### src/rtl/amo_rmw_unit.sv
// Atomic read-modify-write unit: LR/SC and AMO ops over a simple memory port.
// Optional LR/SC reservation tracking enabled by AMO_RMW_RESERVATION_EN.
package ariane_pkg;
  typedef enum logic [3:0] {
    AMO_NONE = 4'b0000,
    AMO_LR, AMO_SC, AMO_SWAP, AMO_ADD,
    AMO_AND, AMO_OR, AMO_XOR,
    AMO_MAX, AMO_MAXU, AMO_MIN, AMO_MINU
  } amo_t;

  typedef struct packed {
    logic        req;
    amo_t        amo_op;
    logic [1:0]  size;
    logic [63:0] operand_a;
    logic [63:0] operand_b;
  } amo_req_t;

  typedef struct packed {
    logic        ack;
    logic [63:0] result;
  } amo_resp_t;
endpackage

module amo_rmw_unit
  import ariane_pkg::*;
#(
  parameter int unsigned AddrWidth = 56,
  parameter int unsigned DataWidth = 64
) (
  input  logic                 clk_i,
  input  logic                 rst_i,
  input  amo_req_t             amo_req_i,
  output amo_resp_t            amo_resp_o,
  output logic                 mem_req_o,
  input  logic                 mem_gnt_i,
  output logic                 mem_we_o,
  output logic [AddrWidth-1:0] mem_addr_o,
  output logic [63:0]          mem_wdata_o,
  output logic [7:0]           mem_be_o,
  input  logic                 mem_rvalid_i,
  input  logic [63:0]          mem_rdata_i,
  input  logic                 resv_clr_i
);

  typedef enum logic [2:0] {
    IDLE, RD_REQ, RD_WAIT, WR_REQ, WR_WAIT, RESP
  } state_e;

  state_e               state_q, state_d;
  amo_t                 op_q, op_d;
  logic                 word_q, word_d;
  logic [AddrWidth-1:0] addr_q, addr_d;
  logic [63:0]          opnd_q, opnd_d;
  logic [63:0]          old_q, old_d;
  logic [63:0]          result_q, result_d;
  logic [63:0]          a_val, b_val, new_val;
  logic                 resv_hit, resv_set;
  logic                 resv_kill, resv_wr;

  // 32-bit ops pick the lane by address bit 2 and sign-extend it
  function automatic logic [63:0] lane_ext(
    input logic [63:0] d, input logic hi, input logic w);
    logic [31:0] l;
    l = hi ? d[63:32] : d[31:0];
    return w ? {{32{l[31]}}, l} : d;
  endfunction

  // ALU: sign-extended 32-bit values keep both signed and unsigned order
  always_comb begin
    a_val = lane_ext(old_q, addr_q[2], word_q);
    b_val = word_q ? {{32{opnd_q[31]}}, opnd_q[31:0]} : opnd_q;
    new_val = b_val;
    case (op_q)
      AMO_ADD:  new_val = a_val + b_val;
      AMO_AND:  new_val = a_val & b_val;
      AMO_OR:   new_val = a_val | b_val;
      AMO_XOR:  new_val = a_val ^ b_val;
      AMO_MAX:  new_val = ($signed(a_val) > $signed(b_val)) ? a_val : b_val;
      AMO_MIN:  new_val = ($signed(a_val) < $signed(b_val)) ? a_val : b_val;
      AMO_MAXU: new_val = (a_val > b_val) ? a_val : b_val;
      AMO_MINU: new_val = (a_val < b_val) ? a_val : b_val;
      default:  new_val = b_val;
    endcase
  end

`ifdef AMO_RMW_RESERVATION_EN
  logic                 resv_valid_q, resv_valid_d;
  logic [AddrWidth-4:0] resv_addr_q, resv_addr_d;

  assign resv_hit = resv_valid_q && !resv_clr_i &&
    (resv_addr_q == amo_req_i.operand_a[AddrWidth-1:3]);

  // Reservation: set by LR, killed by any SC, snoop, or own write
  always_comb begin
    resv_valid_d = resv_valid_q;
    resv_addr_d  = resv_addr_q;
    if (resv_set) begin
      resv_valid_d = 1'b1;
      resv_addr_d  = addr_q[AddrWidth-1:3];
    end
    if (resv_clr_i || resv_kill ||
        (resv_wr && resv_addr_q == addr_q[AddrWidth-1:3]))
      resv_valid_d = 1'b0;
  end

  // Reservation register
  always_ff @(posedge clk_i or posedge rst_i) begin
    if (rst_i) begin
      resv_valid_q <= 1'b0;
      resv_addr_q  <= '0;
    end else begin
      resv_valid_q <= resv_valid_d;
      resv_addr_q  <= resv_addr_d;
    end
  end
`else
  logic unused_resv;
  assign resv_hit    = 1'b0;
  assign unused_resv = ^{resv_clr_i, resv_set, resv_kill, resv_wr};
`endif

  // Next-state and capture logic
  always_comb begin
    state_d   = state_q;
    op_d      = op_q;
    word_d    = word_q;
    addr_d    = addr_q;
    opnd_d    = opnd_q;
    old_d     = old_q;
    result_d  = result_q;
    resv_set  = 1'b0;
    resv_kill = 1'b0;
    resv_wr   = 1'b0;
    case (state_q)
      IDLE: if (amo_req_i.req) begin
        op_d   = amo_req_i.amo_op;
        word_d = (amo_req_i.size == 2'b10);
        addr_d = amo_req_i.operand_a[AddrWidth-1:0];
        opnd_d = amo_req_i.operand_b;
        case (amo_req_i.amo_op)
          AMO_SC: begin
            resv_kill = 1'b1;
            if (resv_hit) state_d = WR_REQ;
            else begin
              result_d = 64'd1;
              state_d  = RESP;
            end
          end
          AMO_NONE: begin
            result_d = 64'd0;
            state_d  = RESP;
          end
          default: state_d = RD_REQ;
        endcase
      end
      RD_REQ: if (mem_gnt_i) state_d = RD_WAIT;
      RD_WAIT: if (mem_rvalid_i) begin
        old_d = mem_rdata_i;
        if (op_q == AMO_LR) begin
          result_d = lane_ext(mem_rdata_i, addr_q[2], word_q);
          resv_set = 1'b1;
          state_d  = RESP;
        end else begin
          state_d = WR_REQ;
        end
      end
      WR_REQ: if (mem_gnt_i) begin
        resv_wr = 1'b1;
        state_d = WR_WAIT;
      end
      WR_WAIT: if (mem_rvalid_i) begin
        result_d = (op_q == AMO_SC) ? 64'd0 :
                   lane_ext(old_q, addr_q[2], word_q);
        state_d  = RESP;
      end
      RESP: state_d = IDLE;
      default: state_d = IDLE;
    endcase
  end

  // State and operand registers
  always_ff @(posedge clk_i or posedge rst_i) begin
    if (rst_i) begin
      state_q  <= IDLE;
      op_q     <= AMO_NONE;
      word_q   <= 1'b0;
      addr_q   <= '0;
      opnd_q   <= '0;
      old_q    <= '0;
      result_q <= '0;
    end else begin
      state_q  <= state_d;
      op_q     <= op_d;
      word_q   <= word_d;
      addr_q   <= addr_d;
      opnd_q   <= opnd_d;
      old_q    <= old_d;
      result_q <= result_d;
    end
  end

  // Memory port and response outputs decoded from state
  always_comb begin
    mem_be_o = 8'h00;
    unique case (1'b1)
      (state_q == RD_REQ): mem_be_o = 8'hFF;
      (state_q == WR_REQ): mem_be_o = !word_q ? 8'hFF :
                                      (addr_q[2] ? 8'hF0 : 8'h0F);
      default: mem_be_o = 8'h00;
    endcase
  end

  assign mem_req_o   = (state_q == RD_REQ) || (state_q == WR_REQ);
  assign mem_we_o    = (state_q == WR_REQ);
  assign mem_addr_o  = {addr_q[AddrWidth-1:3], 3'b000};
  assign mem_wdata_o = word_q ? {2{new_val[31:0]}} : new_val;

  assign amo_resp_o.ack    = (state_q == RESP);
  assign amo_resp_o.result = result_q;

  logic unused_ok;
  assign unused_ok = ^{amo_req_i.operand_a, addr_q[1:0],
                       DataWidth == 64};

endmodule

### config.mk
export PLATFORM = sky130hd
export DESIGN_NAME = amo_rmw_unit
export DESIGN_NICKNAME = d
export VERILOG_FILES = /design/src/rtl/amo_rmw_unit.sv
export SDC_FILE = /design/constraint.sdc
export NUM_CORES = 1
export LEC_CHECK = 0
export ABC_AREA = 1
export BUFFER_PORTS_ARGS = -buffer_cell sky130_fd_sc_hd__buf_2
export CORE_MARGIN = 5
export CORE_UTILIZATION = 30
export CTS_BUF_LIST = sky130_fd_sc_hd__clkbuf_4
export CTS_CLUSTER_DIAMETER = 120
export DETAILED_ROUTE_END_ITERATION = 10
export PLACE_DENSITY_LB_ADDON = 0.12
export SYNTH_ARGS = -nofsm -noshare
export SYNTH_HDL_FRONTEND = slang
export SYNTH_SLANG_ARGS = --single-unit
### constraint.sdc
create_clock -name clk_i -period 9.5 [get_ports clk_i]
set_input_delay 0.475 -clock clk_i [delete_from_list [all_inputs] [get_ports clk_i]]
set_output_delay 0.475 -clock clk_i [all_outputs]
set_load 0.02 [all_outputs]
Word-level counts from Yosys, hierarchy flattened --
Index checks and enable logic that the tools add are counted.
Storage, ports and cells: word-level logic and storage cells 77, register bits after elaboration 256, input bits 204, output and inout port bits 195
Cells by class: reduce and logical (&&, ||, !) cells 9, $add $sub $neg 1, order comparisons 4, equal/unequal tests 24, bitwise operators 3, muxes and demuxes 29
Operators with widths (number):
- 2-to-1 mux 64 bit | 13
- case mux 64 bit (8 select lines) | 1
- case mux 64 bit (3 select lines) | 1
- > comparator 64 bit | 2
- less-than comparator 64 bit | 2
- case mux 64 bit (2 select lines) | 1
- adder 64 bit | 1
- AND 64 bit | 1
- 2-to-1 mux 32 bit | 2
- bitwise OR 64 bit | 1
- XOR 64 bit | 1
- 2-to-1 mux 3 bit | 7
- == test 4 x 3 -> 1 bit, second input constant | 4
- == test 4 bit, second input constant | 4
- 2-to-1 mux 8 bit | 2
- case mux 8 bit (2 select lines) | 1
- case mux 3 bit (5 select lines) | 1
- != test 2 bit, second input constant | 6
- == test 4 x 2 -> 1 bit, second input constant | 2
- == test 3 x 2 -> 1 bit, second input constant | 2
- == test 3 bit, second input constant | 2
- AND reduction 6 bit | 1
- AND reduction 5 bit | 1
- == test 4 x 1 -> 1 bit, second input constant | 1
- other kinds (9) | 10

Longest topological paths before layout --
Gate-level depths: netlist of run 1.
depth after elaboration 6, depth in mapped cells 34, gate-level depth less buffers 30

Worst setup path after synthesis of run 1 --
No wires, ideal clock.
path kind flip-flop to output port, start reg word_q, end out mem_wdata_o[56], data required time 9025 ps, stages on the path, launching flop included 27, arrival 3880 ps, buffers on the path 5, setup slack 5145 ps, path through dfrtp_1 clkbuf_1 inv_2 nor2_1 inv_1 nor2_1 a21oi_1 inv_2 buf_2 a21oi_1 inv_1 ha_1 clkbuf_1 nor4_1 nand3_1 nor2_2 o21ai_1 nand2_2 nand2_1 nand2_2 nand2_2 buf_6 buf_6 o211ai_2 nand3_1 nand2_1 nand2_1
Between the ends: longest elaborated chain between the ends 5, elaborated cells between the ends (all ways) 16, those cells by class 1 x add/sub; 4 x order compare; 8 x mux; 3 x bitwise
RTL lines:
- start: declaration | line 52 | logic word_q, word_d;
- start signal: assignment | line 195 | word_q <= word_d;
- 2-to-1 mux 64 bit (on tied branches) | line 66, 72
- less-than comparator 64 bit (tied with other cells) | line 82 | AMO_MINU: new_val = (a_val < b_val) ? a_val : b_val;
- 2-to-1 mux 64 bit (on tied branches)
- case mux 64 bit (8 select lines) | line 74 | case (op_q)
- 2-to-1 mux 64 bit * | line 217 | assign mem_wdata_o = word_q ? {2{new_val[31:0]}} : new_val;
- end: declaration | line 39 | output logic [63:0] mem_wdata_o,
Mark *: on every way between the ends. The rest lies on a longest branch, timed or not.

Worst setup path in the final report of run 1 --
start reg addr_q[2], end out mem_wdata_o[60]
Between the ends: longest elaborated chain between the ends 6, elaborated cells between the ends (all ways) 16, those cells by class 1 x add/sub; 4 x order compare; 8 x mux; 3 x bitwise
RTL lines:
- start: declaration | line 53 | logic [AddrWidth-1:0] addr_q, addr_d;
- start signal: assignment | line 196 | addr_q <= addr_d;
- 2-to-1 mux 32 bit * | line 65 | l = hi ? d[63:32] : d[31:0];
- 2-to-1 mux 64 bit * | line 66 | return w ? {{32{l[31]}}, l} : d;
- less-than comparator 64 bit (tied with other cells) | line 82
- 2-to-1 mux 64 bit (on tied branches)
- case mux 64 bit (8 select lines) * | line 74
- 2-to-1 mux 64 bit * | line 217
Marked as above.

==> reports/metrics.cfg, run 1 <==
[run_status]
status=finished, final reports clean

[sta]
min_period_ps=8116
tightest_slew_ps=1406
rsz0062_at_grt=false
drv_slew=0
min_period_over_period=0.8543
max_freq_mhz=123.2
setup_violations=0
relSlewSlack=0.05295
skew_ps=91.35
fin_tns_setup_ps=0
final_hold_viol_count=0

[synth]
ys_warn_count=0
synth_edf_count=0
synthArstFlopShare=1.000
synth_top_area_frac=0.2447
synth_top_area_cell=dfrtp_1
synth_area_leaders=dfrtp_1, nand2_1, ha_1
ys.flop_type=dfrtp_1
synth_cells=4172
yosysUniqueCellTypes=48
ys_seq_area_frac=0.2447
avgSynthCellArea_um2=6.225
ys_ff_latch=254
syn_area_mm2=0.02597

[clock_tree]
ctsHtreeMaxLevel=3
cts_setup_buffers=0
cts.sinks=254
clock_path_buffers=3
clk_latency_ps=880
cts_buffers=80
ctsResizeCount=0
cts_tree=done
clockRootBuffer=clkbuf_4
clk_transition_reported_paths_ps=60
cts-hold-fix-buffers=200

[setup_path]
start_kind=register
crit_family=buffers and inverters
crit_fanout=33
cp_data_arrival_time_ps=7640
crit_path_end_kind=output pin
critPathSlowestCell=a21oi_1
path_buf_inv=7
reg2reg_from=state_q[1]
cp_common_cell=nand2_1
critPathLaunch=addr_q[2]
required_ps=9030
crit_cells=27
slowest_delay_ps=610
ff2ff_path_depth=9
critical_path_class=register to output pin

[global_route]
grt.total_usage=0.2794
grt_max_degree=136
grt_pass1_wl_mm=196.7
grt_pass1_vias=29250
antenna_found_initial=8
grt-ovfl-total=0

[place]
dp_hpwl_mm=102.6
io_buffers=384
routabilityCongestion=0.9827

[die]
fp.dieArea_mm2=0.09256
num_io_pins=399
die_w_um=304.2
rows=108
fp.dieH_um=304.2
core_area_mm2=0.08635
start_util=0.3008

[detailed_routing]
drtIter0Drc=2639
postRouteWirelength_mm=135.6
routedWlPerCell_um=23.12
num_vias=30430
vias_per_cell=5.190
ant_nets=0
drc=0
dr.pass1.iters=6

[min_path]
hp-class=primary input to register
min-delay-start=mem_rdata_i[48]
hold_depth=3

[final_layout]
fill_cells=9605
drive_above_1_share=0.1582
fin_util=0.3675
nNetsFinal=5051
ff_latch_area_mm2=0.006357
multi_input_area_mm2=0.01675
final_common_cell=nand2_1
final_cell_mix=nand2_1, nor2_1, inv_1, buf_2, nand3_1
area_delta_synth_final_pct=22.17

[job]
drv_cap=0

## synth_stat cells (4+ instances only)
cell type     n
a31oi_1      21
nand4_1      32
o21ai_0     273
a22oi_1       8
o211ai_1     26
nor4_1        7
buf_2        34
o21ai_1      41
a21o_1       11
clkbuf_1    153
ha_1        195
inv_2        16
a221oi_1     25
nand3_1     381
nor3_1       23
a21oi_1     229
mux2_2       53
buf_6         7
o21a_1       26
or2_2        42
buf_1        15
o2111ai_1     4
nand2_2       6
nand2_1    1223
buf_4        69
nand3_2       4
dfrtp_1     254
o221ai_1      5
nand3b_1      8
inv_1       399
o22ai_1      67
nor2_1      427
and2_1       15
a211oi_1     19
o21bai_1     29
## registers in the layout, indices dropped and copies added, names as in the netlist
register and flops:
old_q 64, addr_q 54, word_q 1, op_q 4, state_q 3, result_q 64
opnd_q 64
## tightest hold or removal path, stage by stage
cell and delay [ps]:
buf_2 130, inv_1 150, o21ai_0 110
## path summary, 6_finish.rpt
path                                   end  slack, ps
hold reg to reg                 addr_q[47]        460
setup reg to reg                    word_q       6500
max in group asynchronous       addr_q[38]       8000
min in group asynchronous       opnd_q[58]        200
setup / recovery           mem_wdata_o[60]       1380
hold / removal                   old_q[48]        120
## area by class of cell
type	count	area share
inverters	417	0.04969
well taps	1155	0.04555
clock buffers	110	0.02603
clock inverters	25	0.004456
repair buffers	676	0.1458
diodes	4	0.0003155
flip-flops and latches	254	0.2004
multi-input cells	3222	0.5278
## per-layer routing
layer | global-route usage | up-vias | wire, µm
met5 | 0 | - | 31
met4 | 0.1137 | 4 | 6193
met1 | 0.3787 | 14440 | 59580
met3 | 0.05519 | 223 | 10300
met2 | 0.4378 | 1165 | 59470
li1 | - | 14600 | -
## metrics by stage
stage	worst slack (ps)	hold slack [ps]	cells	area [µm²]
floorplan	2040	443.1	4174	25980
global placement	2308	449.6	5524	28750
detailed placement	2311	452.8	5524	28750
CTS	1319	25.19	5859	31720
global route	845.5	99.02	5861	31720
finish	1384	115.3	5863	31730
## logic make-up (layout without fill, tap and decap cells)
logic type | Yosys count | in the layout | share of synthesized area
fa+ha+maj | 196 | 196 | 0.09472
compound gates | 792 | 792 | 0.1745
simple gates | 2176 | 2176 | 0.3476
flops | 254 | 254 | 0.2447
buf+inv | 698 | 1228 | 0.1147
other cells | 1 | 7 | 0.0001444
mux | 53 | 53 | 0.02298
xor+xnor | 2 | 2 | 0.0006746
Power of run 1 is left out: the tool's default activity adds up to more than one toggle a clock period on the data nets, which glitch-free logic cannot reach.
==> run 2, diff against run 1 <==
RECOVER_POWER = 25   (was unset)
==> run 2 against run 1 <==
The flow now finishes with violations (capacitance limit, slew limit). First-iteration DRC count rose by 9.5%. Flip-flop and latch count did not move. Non-clock buffer count did not move. Routed wire length barely moved. Hold slack got worse by 15 ps. Clock-buffer cell count did not move. Clock skew fell by 6.9 ps. Register-to-register slack got worse by 40 ps. Highest routed layer unchanged. Via count barely moved. Utilization barely moved. Die area did not move.
==> reports/metrics.cfg, run 2 (synthesized netlist as in run 1, its figures left out) <==
[die]
fp.dieH_um=304.2  ; unchanged
fp.dieArea_mm2=0.09256  ; unchanged
core_area_mm2=0.08635  ; unchanged
rows=108  ; unchanged
die_w_um=304.2  ; unchanged
start_util=0.3008  ; unchanged
num_io_pins=399  ; unchanged

[setup_path]
reg2reg_slack_ps=6460  ; was 6500 ps
cp_common_cell=nand2_1  ; unchanged
crit_path_end_kind=output pin  ; unchanged
critPathLaunch=addr_q[2]  ; unchanged
critical_path_class=register to output pin  ; unchanged
cp_data_arrival_time_ps=7690  ; was 7640 ps
required_ps=9030  ; about the same
crit_fanout=33  ; unchanged
slowest_delay_ps=590  ; was 610 ps
start_kind=register  ; unchanged
reg2reg_from=addr_q[2]  ; was state_q[1]
ff2ff_path_depth=8  ; was 9
r2r-end=result_q[31]  ; was word_q
path_buf_inv=4  ; was 7
crit_family=simple AND/OR/NAND/NOR gates  ; was buffers and inverters
critPathSlowestCell=o21ai_0  ; was a21oi_1

[final_layout]
drive_above_1_share=0.1582  ; unchanged
layoutNonFillerInstCount=5866  ; was 5863
area_delta_synth_final_pct=22.12  ; was 22.17%
top_regs=old_q x64, opnd_q x64, result_q x64  ; unchanged
nNetsFinal=5051  ; unchanged
fin_util=0.3673  ; was 0.3675
final_cell_mix=nand2_1, nor2_1, inv_1, buf_2, nand3_1  ; unchanged
final_common_cell=nand2_1  ; unchanged

[sta]
setup_violations=0  ; unchanged
fin_tns_setup_ps=0  ; unchanged
final_hold_viol_count=0  ; unchanged
rsz0062_at_grt=false  ; unchanged
skew_ps=84.40  ; was 91.35 ps
min_period_ps=8167  ; was 8116 ps
tightest_slew_ps=3788  ; was 1406 ps
max_freq_mhz=122.4  ; was 123.2 MHz
relSlewSlack=-1.525  ; was 0.05295
min_period_over_period=0.8597  ; was 0.8543
drv_slew=195  ; was 0

[min_path]
min_to=old_q[48]  ; unchanged
hold_depth=3  ; unchanged
min-delay-start=mem_rdata_i[48]  ; unchanged
hp-class=primary input to register  ; unchanged

[place]
dp_hpwl_mm=102.6  ; unchanged
dp.cells=5524  ; unchanged
routabilityCongestion=0.9827  ; unchanged
io_buffers=384  ; unchanged

[global_route]
grt.total_usage=0.2794  ; unchanged
grt_pass1_wl_mm=196.7  ; unchanged
grt-ovfl-total=0  ; unchanged
antenna_found_initial=8  ; unchanged
grt_max_degree=136  ; unchanged
grt_pass1_vias=29250  ; unchanged

[detailed_routing]
vias_per_cell=5.185  ; was 5.190
num_vias=30420  ; was 30430
postRouteWirelength_mm=135.7  ; was 135.6 mm
dr.pass1.iters=6  ; unchanged
drc=0  ; unchanged
drtIter0Drc=2891  ; was 2639
ant_nets=0  ; unchanged
routedWlPerCell_um=23.13  ; was 23.12 µm

[clock_tree]
ctsHtreeMaxLevel=3  ; unchanged
clockRootBuffer=clkbuf_4  ; unchanged
cts_setup_buffers=0  ; unchanged
cts_buffers=80  ; unchanged
ctsResizeCount=0  ; unchanged
clk_transition_reported_paths_ps=60  ; about the same
clk_latency_ps=880  ; about the same
clock_path_buffers=3  ; unchanged
cts_tree=done  ; unchanged
cts-hold-fix-buffers=200  ; unchanged
cts.sinks=254  ; unchanged

[job]
drv_cap=3  ; was 0

[run_status]
status=finished with violations  ; was finished, final reports clean
violations=capacitance limit, slew limit

-- run 2: cell types whose count changed in the layout (fill, tap and decap cells not counted), sizes merged --
cell      before  now
clkinvlp       1    2
clkbuf       110  111
diode          4    7
inv          413  412
buf          476  475
-- run 2: through the flow --
stage / hold slack, ps / setup slack (ps) / area, µm²
after floorplan: 443.1 / 2040 / 25980
after CTS: 25.19 / 1319 / 31720
after global routing: 99.02 / 845.5 / 31700
final: 100.5 / 1333 / 31720
after global placement: 449.6 / 2308 / 28750
after detailed placement: 452.8 / 2311 / 28750
-- run 2: how the worst max path moves through the flow --
stage / slack [ps] / cells past startpoint / endpoint
after floorplan: 2040 / 1 / addr_q[10]
after global routing: 850 / 27 / mem_wdata_o[60]
final: 1330 / 25 / mem_wdata_o[58]
after global placement: 2310 / 27 / mem_wdata_o[60]
after detailed placement: 2310 / 27 / mem_wdata_o[60]
after CTS: 1320 / 27 / mem_wdata_o[60]
-- run 2: worst reg2reg max path: cells and delay by family (launching register included) --
kind	cells	cell delay, ps
flops	1	450
buf+inv	2	1010
compound gates	3	1150
simple gates	3	270
-- run 2: cell type report --
type                    instances  area (µm²)
fillers                      9606       54630
repair buffers                676        4612
diodes                          7       17.52
clock inverters                25       141.4
clock buffers                 110       825.8
inverters                     417        1570
multi-input cells            3222       16750
flip-flops and latches        254        6357
well taps                    1155        1445
-- run 2: metal layers --
layer  wire (µm)  GRT usage  part of all wire
met3       10770    0.05519             0.079
met5          13          0          0.000096
met1       59070     0.3787              0.44
met4        6060     0.1137             0.045
met2       59750     0.4378              0.44
Power of run 2 is left out for the same reason.
